**src/rtl/dot_pkg.sv**
```systemverilog
`default_nettype none
// ============================================================================
//  Module      : dot_pkg
//  Description : Shared types and constants for the dot-product sequencer:
//                FSM state encoding, data width and saturation limits.
//  Revision    : 1.0 - initial release
// ============================================================================
package dot_pkg;

    localparam int DATA_W = 32;

    localparam logic [DATA_W-1:0] SAT_MAX = 32'h7FFF_FFFF;
    localparam logic [DATA_W-1:0] SAT_MIN = 32'h8000_0000;

    // Sequencer states, explicitly encoded
    typedef enum logic [1:0] {
        IDLE  = 2'd0,
        ISSUE = 2'd1,
        WAIT  = 2'd2,
        RESP  = 2'd3
    } state_t;

endpackage : dot_pkg
`default_nettype wire

```
**src/rtl/dp_accumulator.sv**
```systemverilog
`default_nettype none
// ============================================================================
//  Module      : dp_accumulator
//  Description : 32-bit signed accumulator with synchronous clear and enable.
//                Wraps modulo 2^32 by default; with DOT_PRODUCT_SAT_EN defined
//                it clamps on signed overflow/underflow and raises a sticky
//                saturation flag that clears together with the accumulator.
//  Revision    : 1.0 - initial release
// ============================================================================
module dp_accumulator
    import dot_pkg::*;
(
    input  logic              clk,
    input  logic              reset_n,
    input  logic              i_clear,
    input  logic              i_enable,
    input  logic [DATA_W-1:0] i_addend,
    output logic [DATA_W-1:0] o_acc
`ifdef DOT_PRODUCT_SAT_EN
    ,
    output logic              o_sat_flag
`endif
);

    logic [DATA_W-1:0] r_acc;
    logic [DATA_W-1:0] w_sum;

    assign w_sum = r_acc + i_addend;
    assign o_acc = r_acc;

`ifdef DOT_PRODUCT_SAT_EN
    logic r_sat;
    logic w_ovf;
    logic w_unf;

    // Same-sign operands whose sum flips sign have left the signed range
    assign w_ovf = ~r_acc[DATA_W-1] & ~i_addend[DATA_W-1] &  w_sum[DATA_W-1];
    assign w_unf =  r_acc[DATA_W-1] &  i_addend[DATA_W-1] & ~w_sum[DATA_W-1];

    assign o_sat_flag = r_sat;

    // Saturating accumulate; clear wins over enable
    always_ff @(posedge clk or negedge reset_n) begin
        if (!reset_n) begin
            r_acc <= '0;
            r_sat <= 1'b0;
        end else if (i_clear) begin
            r_acc <= '0;
            r_sat <= 1'b0;
        end else if (i_enable) begin
            if (w_ovf) begin
                r_acc <= SAT_MAX;
                r_sat <= 1'b1;
            end else if (w_unf) begin
                r_acc <= SAT_MIN;
                r_sat <= 1'b1;
            end else begin
                r_acc <= w_sum;
            end
        end
    end
`else
    // Wrapping accumulate; clear wins over enable
    always_ff @(posedge clk or negedge reset_n) begin
        if (!reset_n) begin
            r_acc <= '0;
        end else if (i_clear) begin
            r_acc <= '0;
        end else if (i_enable) begin
            r_acc <= w_sum;
        end
    end
`endif

endmodule : dp_accumulator
`default_nettype wire

```
**src/rtl/dot_product_sequencer.sv**
```systemverilog
`default_nettype none
// ============================================================================
//  Module      : dot_product_sequencer
//  Description : Holds operand vectors A and B, feeds element pairs to a
//                scalar multiplier over a start/done handshake, accumulates
//                the products and returns one dot product per command over
//                a valid/ready handshake.
//                Optional macro DOT_PRODUCT_SAT_EN: saturating accumulate and
//                an extra sat_flag output.
//  Revision    : 1.0 - initial release
// ============================================================================
module dot_product_sequencer
    import dot_pkg::*;
#(
    parameter int VEC_LEN = 8,
    parameter int IDX_W   = $clog2(VEC_LEN)
) (
    input  logic              clk,
    input  logic              reset_n,
    input  logic              wr_en,
    input  logic              wr_sel,
    input  logic [IDX_W-1:0]  wr_addr,
    input  logic [DATA_W-1:0] wr_data,
    input  logic              cmd_valid,
    input  logic [IDX_W:0]    cmd_len,
    output logic              cmd_ready,
    output logic              mul_start,
    output logic [DATA_W-1:0] mul_a,
    output logic [DATA_W-1:0] mul_b,
    input  logic              mul_done,
    input  logic [DATA_W-1:0] mul_result,
    output logic              res_valid,
    output logic [DATA_W-1:0] res_data,
    input  logic              res_ready,
    output logic              busy
`ifdef DOT_PRODUCT_SAT_EN
    ,
    output logic              sat_flag
`endif
);

    localparam logic [IDX_W:0] c_vec_len = (IDX_W+1)'(VEC_LEN);
    localparam logic [IDX_W:0] c_one     = {{IDX_W{1'b0}}, 1'b1};

    logic [DATA_W-1:0] r_buf_a [VEC_LEN];
    logic [DATA_W-1:0] r_buf_b [VEC_LEN];

    state_t            r_state;
    logic [IDX_W:0]    r_idx;
    logic [IDX_W:0]    r_len;
    logic              r_cmd_ready;
    logic              r_busy;
    logic              r_mul_start;
    logic [DATA_W-1:0] r_mul_a;
    logic [DATA_W-1:0] r_mul_b;
    logic              r_res_valid;

    logic [IDX_W:0]    w_len_clamped;
    logic [IDX_W:0]    w_idx_next;
    logic [IDX_W-1:0]  w_rd_addr;
    logic              w_accept;
    logic              w_acc_en;
    logic [DATA_W-1:0] w_acc;

    assign w_len_clamped = (cmd_len > c_vec_len) ? c_vec_len : cmd_len;
    assign w_idx_next    = r_idx + c_one;
    assign w_rd_addr     = w_idx_next[IDX_W-1:0];
    assign w_accept      = (r_state == IDLE) && cmd_valid;
    assign w_acc_en      = (r_state == WAIT) && mul_done;

    assign cmd_ready = r_cmd_ready;
    assign busy      = r_busy;
    assign mul_start = r_mul_start;
    assign mul_a     = r_mul_a;
    assign mul_b     = r_mul_b;
    assign res_valid = r_res_valid;
    // Accumulator only changes on accept or on a WAIT completion, so it is
    // stable for the whole RESP phase
    assign res_data  = w_acc;

    // Operand buffers: writable in every state, cleared by reset
    always_ff @(posedge clk or negedge reset_n) begin
        if (!reset_n) begin
            for (int i = 0; i < VEC_LEN; i++) begin
                r_buf_a[i] <= '0;
                r_buf_b[i] <= '0;
            end
        end else if (wr_en) begin
            if (wr_sel) begin
                r_buf_b[wr_addr] <= wr_data;
            end else begin
                r_buf_a[wr_addr] <= wr_data;
            end
        end
    end

    // Sequencer FSM; the start pulse and operands are loaded on the edge that
    // enters ISSUE so they are visible for exactly the ISSUE cycle
    always_ff @(posedge clk or negedge reset_n) begin
        if (!reset_n) begin
            r_state     <= IDLE;
            r_idx       <= '0;
            r_len       <= '0;
            r_cmd_ready <= 1'b1;
            r_busy      <= 1'b0;
            r_mul_start <= 1'b0;
            r_mul_a     <= '0;
            r_mul_b     <= '0;
            r_res_valid <= 1'b0;
        end else begin
            case (r_state)
                IDLE: begin
                    if (cmd_valid) begin
                        r_cmd_ready <= 1'b0;
                        r_busy      <= 1'b1;
                        r_idx       <= '0;
                        r_len       <= w_len_clamped;
                        if (w_len_clamped == '0) begin
                            r_state     <= RESP;
                            r_res_valid <= 1'b1;
                        end else begin
                            r_state     <= ISSUE;
                            r_mul_start <= 1'b1;
                            r_mul_a     <= r_buf_a[0];
                            r_mul_b     <= r_buf_b[0];
                        end
                    end
                end
                ISSUE: begin
                    r_mul_start <= 1'b0;
                    r_state     <= WAIT;
                end
                WAIT: begin
                    if (mul_done) begin
                        r_idx <= w_idx_next;
                        if (w_idx_next == r_len) begin
                            r_state     <= RESP;
                            r_res_valid <= 1'b1;
                        end else begin
                            r_state     <= ISSUE;
                            r_mul_start <= 1'b1;
                            r_mul_a     <= r_buf_a[w_rd_addr];
                            r_mul_b     <= r_buf_b[w_rd_addr];
                        end
                    end
                end
                RESP: begin
                    if (res_ready) begin
                        r_res_valid <= 1'b0;
                        r_cmd_ready <= 1'b1;
                        r_busy      <= 1'b0;
                        r_state     <= IDLE;
                    end
                end
                default: begin
                    r_state <= IDLE;
                end
            endcase
        end
    end

    dp_accumulator u_acc (
        .clk        (clk),
        .reset_n    (reset_n),
        .i_clear    (w_accept),
        .i_enable   (w_acc_en),
        .i_addend   (mul_result),
        .o_acc      (w_acc)
`ifdef DOT_PRODUCT_SAT_EN
        ,
        .o_sat_flag (sat_flag)
`endif
    );

endmodule : dot_product_sequencer
`default_nettype wire

```
**config.mk**
```make
export PLATFORM = sky130hd
export DESIGN_NAME = dot_product_sequencer
export DESIGN_NICKNAME = d
export VERILOG_FILES = /design/src/rtl/dot_pkg.sv /design/src/rtl/dp_accumulator.sv /design/src/rtl/dot_product_sequencer.sv
export SDC_FILE = /design/constraint.sdc
export NUM_CORES = 1
export LEC_CHECK = 0
export ABC_AREA = 1
export BUFFER_PORTS_ARGS = -buffer_cell sky130_fd_sc_hd__buf_2
export CAP_MARGIN = 20
export CORE_ASPECT_RATIO = 1.2
export CORE_MARGIN = 5
export CORE_UTILIZATION = 55
export CTS_CLUSTER_SIZE = 24
export DETAILED_ROUTE_END_ITERATION = 16
export PLACE_DENSITY_LB_ADDON = 0.3
export SYNTH_ARGS = -nofsm -noshare
export SYNTH_HDL_FRONTEND = slang
export SYNTH_SLANG_ARGS = --single-unit
```
**constraint.sdc**
```tcl
create_clock -name clk -period 2.15 [get_ports clk]
set_clock_uncertainty 0.15 [all_clocks]
set_input_delay 0.3225 -clock clk [delete_from_list [all_inputs] [get_ports clk]]
set_output_delay 0.3225 -clock clk [all_outputs]
set_load 0.03 [all_outputs]
```
==> results.sh, run 1 <==
export IMPL_dp_hpwl_mm=54.5
export IMPL_yosysTopAreaCell="dfrtp_1"
export IMPL_vias=27600
export IMPL_core_um2=53900
export IMPL_hold_path_class="in2reg"
export IMPL_fin_util_pct=66.8
export IMPL_drt_wirelength_per_cell_um=19.4
export IMPL_die_w_um=223
export IMPL_crit_path_top_delay_cell="dfrtp_4"
export IMPL_finalPower_w=0.0512
export IMPL_cp_endpoint="mul_a[15]"
export IMPL_gp_congestion=0.932
export IMPL_nets=4153
export IMPL_setup_slack_ps=-86.3
export IMPL_cts_tree="yes"
export IMPL_required_ps=2540
export IMPL_synth_distinct_cells=40
export IMPL_die_area_um2=59400
export IMPL_violations="negative hold slack, negative setup slack"
export IMPL_synth_fp_nets=3972
export IMPL_ys_ff_latch=622
export IMPL_yosysSeqAreaShare_pct=51.8
export IMPL_setup_violations=26
export IMPL_hold_violations=1
export IMPL_max_freq_mhz=447
export IMPL_drv_cap=0
export IMPL_worst_pin_slew_ps=838
export IMPL_area_delta_synth_final_pct=19.8
export IMPL_grt_use_total_pct=29.9
export IMPL_setup_tns_ps=-387
export IMPL_grt_overflow_total=0
export IMPL_ff2ff_path_depth=10
export IMPL_synthTopCellsByArea="dfrtp_1 52%, o21ai_0 12%, nand2_1 12%"
export IMPL_fill_cells=4448
export IMPL_path_cells="ha_4 > buf_16 > buf_4 > a21oi_1 > o21ai_0 > nand3_1 > nand3_1 > nand2_1 > inv_1 > o21ai_2"
export IMPL_syn_area_per_cell_um2=7.78
export IMPL_irDropWorstVdd_uv=863
export IMPL_r2r_start="r_idx[0]"
export IMPL_layout_drive_gt1_share_pct=13.9
export IMPL_clock_latency_ps=630
export IMPL_cp_slowest_stage_delay_ps=510
export IMPL_synth_edf_count=0
export IMPL_finalCritPeriodShare_pct=104
export IMPL_slew_viol_final=0
export IMPL_drt_pass1_iterations=6
export IMPL_via_per_inst=5.75
export IMPL_cp_max_fo=11
export IMPL_clkSlewWorstSetupHoldPaths_ps=60
export IMPL_drc=0
export IMPL_total_leakage_power_nw=17.6
export IMPL_start_util_pct=55.8
export IMPL_powerDensity_nw_per_um2=1420
export IMPL_synthArstFlopShare_pct=100
export IMPL_place_port_buffers=177
export IMPL_syn_area_um2=30000
export IMPL_antenna_left=0
export IMPL_outcome="finished, violations left"
export IMPL_holdWs_ps=-0.431
export IMPL_grt_start_max_net_pins=102
export IMPL_arrival_ps=2630
export IMPL_synth_most_common_cell="nand2_1"
export IMPL_cts_max_level=2
export IMPL_setup_worst_path_start="r_idx[0]"
export IMPL_period_minus_slack_ps=2240
export IMPL_end_kind="flop"
export IMPL_grt_pass1_wl_mm=144
export IMPL_synth_ff_type="dfrtp_1"
export IMPL_synthCells=3861
export IMPL_clock_sinks=622
export IMPL_clock_path_buffers=3
export IMPL_grt_pass1_vias=26800
export IMPL_critPathLaunchType="flop"
export IMPL_crit_type="reg2reg"
export IMPL_slew_headroom_pct=43.9
export IMPL_place_ws_ps=-106
export IMPL_path_common_cell="nand3_1"
export IMPL_drt_total_wl_mm=92.9
export IMPL_synth_top_cell_area_share_pct=51.7
export IMPL_reg2reg_setup_slack_ps=-90
export IMPL_fp_dieH_um=266
export IMPL_synth_common_cells="940 x nand2_1, 712 x o21ai_0, 621 x dfrtp_1, 437 x nor2_1, 304 x inv_1"
export IMPL_min_from="mul_result[12]"
export IMPL_yosys_warnings=0
export IMPL_cts_root_buf="clkbuf_16"
export IMPL_rsz0062_at_grt="true"
export IMPL_antenna_found_initial=1
export IMPL_cts_buffers=60
export IMPL_rows=93
export IMPL_drtIter0Drc=3350
export IMPL_io_pins=178
export IMPL_rr_endpoint="mul_a[15]"
cells by family after synthesis:
kind of cell	Yosys count	synth area share (%)
compound gates	1029	17.6
buf+inv	574	7.86
xor+xnor	8	0.233
fa+ha+maj	33	1.40
flops	622	51.8
simple gates	1595	21.1
how the worst min path moves through the flow:
stage | end | cells past startpoint
3_3_place_gp | r_buf_b[36] | 1
2_1_floorplan | busy | 0
4_1_cts | u_acc.o_acc[12] | 4
3_5_place_dp | r_buf_b[131] | 1
5_1_grt | u_acc.o_acc[14] | 4
6_report | u_acc.o_acc[12] | 4
sequential cells by signal (all words and copies together) (netlist names):
name and count:
u_acc.o_acc 32, r_idx 4, res_valid 1, cmd_ready 1, r_len 4, r_buf_b 256, busy 1, r_state 2
r_buf_a 256, mul_b 32, mul_start 1, mul_a 32
metal layers:
metal | track usage [%] | share of wire, % | wire length (µm)
met5 | 0 | 0 | 0
met4 | 10.4 | 3.2 | 3000
met3 | 4.43 | 7.8 | 7240
met2 | 49.1 | 47 | 43900
met1 | 41.2 | 42 | 38700
stage by stage:
| stage | area, µm² | instances |
|---|---|---|
| after floorplan | 30000 | 3861 |
| after global placement | 32400 | 4619 |
| after detailed placement | 32400 | 4619 |
| after CTS | 35200 | 4786 |
| after global routing | 36000 | 4801 |
| final | 36000 | 4802 |
cells in the final DEF, fill, tap and decap left out, types with 3 or more instances in the layout:
cell / n
nand2_1: 894
o21ai_0: 694
dfrtp_1: 619
nor2_1: 425
inv_1: 303
a21oi_1: 186
nand3_1: 180
buf_2: 176
buf_4: 85
clkbuf_16: 69
o21ai_1: 67
o211ai_1: 49
dlygate4sd3_1: 49
buf_12: 47
nand2_2: 39
o21ai_2: 15
ha_1: 15
ha_4: 15
clkinv_2: 12
clkbuf_8: 12
nand3_2: 11
buf_16: 10
nor2_2: 9
nand2_4: 9
a21oi_2: 8
nor3_1: 7
clkbuf_1: 7
nor2_4: 6
nand4_1: 6
inv_2: 6
clkinvlp_4: 6
bufinv_16: 6
xor2_1: 3
o21bai_1: 3
inv_6: 3
critical path, delay by kind of cell, from the launching register on:
kind,cells,cell delay (ps)
simple gates,3,260
buf+inv,3,430
flops,1,510
fa+ha+maj,1,290
compound gates,3,510
repair_timing:
| action | CTS | global route |
|---|---|---|
| hold endpoints to repair | 714 | 1 |
| hold buffers | 48 | 1 |
| endpoints found under the setup margin | 28 | 86 |
| gates cloned | 5 | 10 |
| gates resized for setup | 15 | 138 |
| pin swaps | 5 | 19 |
| buffers inserted | 6 | 4 |
where the power goes:
| part | switching [W] | internal (W) | total [W] | leakage (nW) |
|---|---|---|---|---|
| sequential | 0.00178 | 0.0146 | 0.0163 | 7.76 |
| clock | 0.00466 | 0.00632 | 0.0110 | 0.997 |
| combinational | 0.0149 | 0.00897 | 0.0239 | 8.80 |
| total | 0.0213 | 0.0299 | 0.0512 | 17.6 |
layout make-up:
| class | instances | area [µm²] | share of cell area (%) |
|---|---|---|---|
| inverters | 312 | 1190 | 3.32 |
| repair buffers | 381 | 3540 | 9.85 |
| flip-flops and latches | 622 | 15600 | 43.3 |
| multi-input cells | 2665 | 12700 | 35.4 |
| clock inverters | 28 | 320 | 0.890 |
| clock buffers | 80 | 1720 | 4.77 |
| diodes | 2 | 5.00 | 0.0139 |
| well taps | 712 | 891 | 2.48 |
(Power assumes the default switching activity.)
==> run 2, diff against run 1 <==
--- a/config.mk
+++ b/config.mk
@@ -5,13 +5,11 @@
 export SDC_FILE = /design/constraint.sdc
 export NUM_CORES = 1
 export LEC_CHECK = 0
-export ABC_AREA = 1
 export BUFFER_PORTS_ARGS = -buffer_cell sky130_fd_sc_hd__buf_2
 export CAP_MARGIN = 20
-export CORE_ASPECT_RATIO = 1.2
 export CORE_MARGIN = 5
 export CORE_UTILIZATION = 55
-export CTS_CLUSTER_SIZE = 24
+export CTS_CLUSTER_SIZE = 20
 export DETAILED_ROUTE_END_ITERATION = 16
 export PLACE_DENSITY_LB_ADDON = 0.3
 export SYNTH_ARGS = -nofsm -noshare
==> run 2 against run 1 <==
The run ends with negative setup slack left. Via count is 29% lower. Register-to-register slack worse by 690 ps. Combinational power hardly changed. Clock power is 6% higher. Clock-buffer cell count is 14 higher. Cell count is 33% lower. Die area is 3.1% lower. Core utilization is 3.1 points higher. Synthesized cell count is 45% lower. Sequential share of layout area is 0.78 points lower. Largest power group unchanged.
==> results.sh, run 2 <==
export IMPL_outcome="finished, violations left"
export IMPL_violations="negative setup slack"
export IMPL_period_minus_slack_ps=2930
export IMPL_vias=19700
export IMPL_drt_wirelength_per_cell_um=24.8
export IMPL_synth_common_cells="621 x dfrtp_1, 512 x mux2_2, 129 x nand2_1, 128 x mux4_2, 102 x a21oi_1"
export IMPL_grt_overflow_total=0
export IMPL_yosysTopAreaCell="dfrtp_1"
export IMPL_grt_pass1_wl_mm=125
export IMPL_clkSlewWorstSetupHoldPaths_ps=60
export IMPL_worst_pin_slew_ps=819
export IMPL_path_cells="ha_4 > fa_2 > a21o_1 > a21oi_2 > o21bai_2 > o21ai_2 > a21oi_4 > buf_6 > o21ai_4 > a21oi_2 > or3_1 > a32o_1"
export IMPL_die_w_um=240
export IMPL_drc=0
export IMPL_drt_total_wl_mm=79.4
export IMPL_max_freq_mhz=341
export IMPL_fp_dieH_um=240
export IMPL_core_um2=52400
export IMPL_drtIter0Drc=1554
export IMPL_cts_max_level=3
export IMPL_syn_area_um2=29100
export IMPL_setup_violations=92
export IMPL_cp_max_fo=2
export IMPL_antenna_found_initial=2
export IMPL_nets=2575
export IMPL_clock_latency_ps=600
export IMPL_place_port_buffers=177
export IMPL_cts_root_buf="clkbuf_16"
export IMPL_clock_path_buffers=3
export IMPL_grt_use_total_pct=28.1
export IMPL_drt_pass1_iterations=5
export IMPL_place_ws_ps=-758
export IMPL_synth_ff_type="dfrtp_1"
export IMPL_die_area_um2=57600
export IMPL_path_common_cell="a21oi_2"
export IMPL_drv_cap=0
export IMPL_fin_util_pct=69.9
export IMPL_rows=84
export IMPL_dp_hpwl_mm=43.5
export IMPL_synth_top_cell_area_share_pct=53.4
export IMPL_layout_drive_gt1_share_pct=55.0
export IMPL_synth_edf_count=0
export IMPL_placed_area_um2=32500
export IMPL_crit_path_top_delay_cell="dfrtp_2"
export IMPL_crit_type="reg2reg"
export IMPL_start_util_pct=55.4
export IMPL_arrival_ps=3260
export IMPL_finalPower_w=0.0525
export IMPL_synth_most_common_cell="dfrtp_1"
export IMPL_reg2reg_setup_slack_ps=-780
export IMPL_area_delta_synth_final_pct=26.1
export IMPL_synthCells=2117
export IMPL_setup_slack_ps=-779
export IMPL_hold_violations=0
export IMPL_layout_commonest_cell="dfrtp_1"
export IMPL_min_from="mul_result[0]"
export IMPL_synth_fp_nets=2228
export IMPL_ff2ff_path_depth=12
export IMPL_cts_tree="yes"
export IMPL_design_area_um2=36700
export IMPL_via_per_inst=6.14
export IMPL_finalCritPeriodShare_pct=136
export IMPL_powerDensity_nw_per_um2=1430
export IMPL_end_kind="flop"
export IMPL_holdWs_ps=20.9
export IMPL_synthTopCellsByArea="dfrtp_1 53%, mux2_2 20%, mux4_2 9.9%"
export IMPL_hold_path_class="in2reg"
export IMPL_yosys_warnings=0
export IMPL_irDropWorstVdd_uv=758
export IMPL_final_cell_mix="609 x dfrtp_1, 512 x mux2_2, 176 x buf_2, 158 x buf_4, 128 x mux4_2"
export IMPL_rsz0062_at_grt="true"
export IMPL_rr_endpoint="u_acc.o_acc[24]"
export IMPL_gp_congestion=0.856
export IMPL_synthArstFlopShare_pct=100
export IMPL_io_pins=178
export IMPL_cts_buffers=67
export IMPL_path_buf_inv=1
export IMPL_slew_viol_final=0
export IMPL_yosysSeqAreaShare_pct=53.5
export IMPL_antenna_left=0
export IMPL_hold_end="u_acc.o_acc[0]"
export IMPL_total_leakage_power_nw=16.3
export IMPL_critPathLaunchType="flop"
export IMPL_required_ps=2480
export IMPL_ys_ff_latch=622
export IMPL_top_regs="r_buf_a (256), r_buf_b (256)"
export IMPL_synth_distinct_cells=62
export IMPL_holdPathStages=4
export IMPL_cp_slowest_stage_delay_ps=420
export IMPL_r2r_start="u_acc.o_acc[0]"
export IMPL_slew_headroom_pct=44.9
export IMPL_clock_sinks=622
export IMPL_critical_path_top_delay_family="compound AO/OA/AOI/OAI gates"
export IMPL_grt_start_max_net_pins=89
export IMPL_grt_pass1_vias=21400
export IMPL_syn_area_per_cell_um2=13.7
==> run 2: changes by cell type in the layout (fill, tap and decap cells not counted), moves of 73 or more <==
cell     delta
inv_1     -293
mux4_2    +128
nand3_1   -174
o21ai_0   -674
buf_4      +73
mux2_2    +512
nor2_1    -344
nand2_1   -817
a21oi_1   -107
==> run 2: cell families (layout without fill, tap and decap cells) <==
logic type,after synthesis,after routing,synth area share (%)
XOR/XNOR,30,30,0.904
AND/OR/NAND/NOR,278,278,4.13
flip-flops,622,622,53.5
AO/OA/AOI/OAI,275,275,5.46
other,0,1,0
adder cells (fa/ha/maj),33,33,1.45
multiplexers,707,707,32.1
buffers and inverters,172,570,2.47
==> run 2: final cells by class <==
class                   count  area [µm²]
inverters                  10        37.5
clock inverters            26         309
fillers                  3318       15800
diodes                      1        2.50
multi-input cells        1323       13800
clock buffers              94        1920
repair buffers            440        4130
flip-flops and latches    622       15600
well taps                 688         861
==> run 2: where the power goes <==
| group | switching [W] | leakage [nW] | total [W] | internal (W) |
|---|---|---|---|---|
| Combinational | 0.0119 | 7.52 | 0.0240 | 0.0121 |
| Clock | 0.00483 | 1.10 | 0.0117 | 0.00690 |
| Sequential | 0.00197 | 7.67 | 0.0168 | 0.0148 |
==> run 2: worst min-delay path: stages <==
cell and delay, ps:
buf_2 100, ha_4 190, nand2_1 40, a21oi_1 60
==> run 2: timing repair <==
item / CTS / global route
gates cloned: 25 / 1
hold buffers: 11 / 0
pin swaps: 81 / 61
endpoints found under the setup margin: 91 / 96
hold endpoints to repair: 363 / 0
gates resized for setup: 214 / 119
setup buffers: 50 / 14
==> run 2: how the worst max path moves through the flow <==
stage                              start              end  slack [ps]  cells after the start
final                     u_acc.o_acc[0]  u_acc.o_acc[24]        -780                     12
after global routing      u_acc.o_acc[0]  u_acc.o_acc[24]        -870                     12
after CTS                 u_acc.o_acc[0]  u_acc.o_acc[30]        -730                     11
after detailed placement   mul_result[0]  u_acc.o_acc[30]        -760                     12
after global placement     mul_result[0]  u_acc.o_acc[30]        -740                     12
after floorplan           u_acc.o_acc[0]  u_acc.o_acc[30]        -670                     11
==> run 2: per-layer routing <==
layer | global-route usage, % | routed length, µm | vias to the layer above
met3 | 5.76 | 5240 | 138
met2 | 45.3 | 38800 | 680
met4 | 9.70 | 2260 | 2
met1 | 38.6 | 33100 | 10400
li1 | - | - | 8460
met5 | 0 | 13 | -
==> run 2: metrics by stage <==
stage	setup TNS (ps)	std cells
global route	-49250	3204
detailed placement	-36800	3012
CTS	-38230	3213
global placement	-26050	3012
finish	-39770	3204
floorplan	-8770	2117
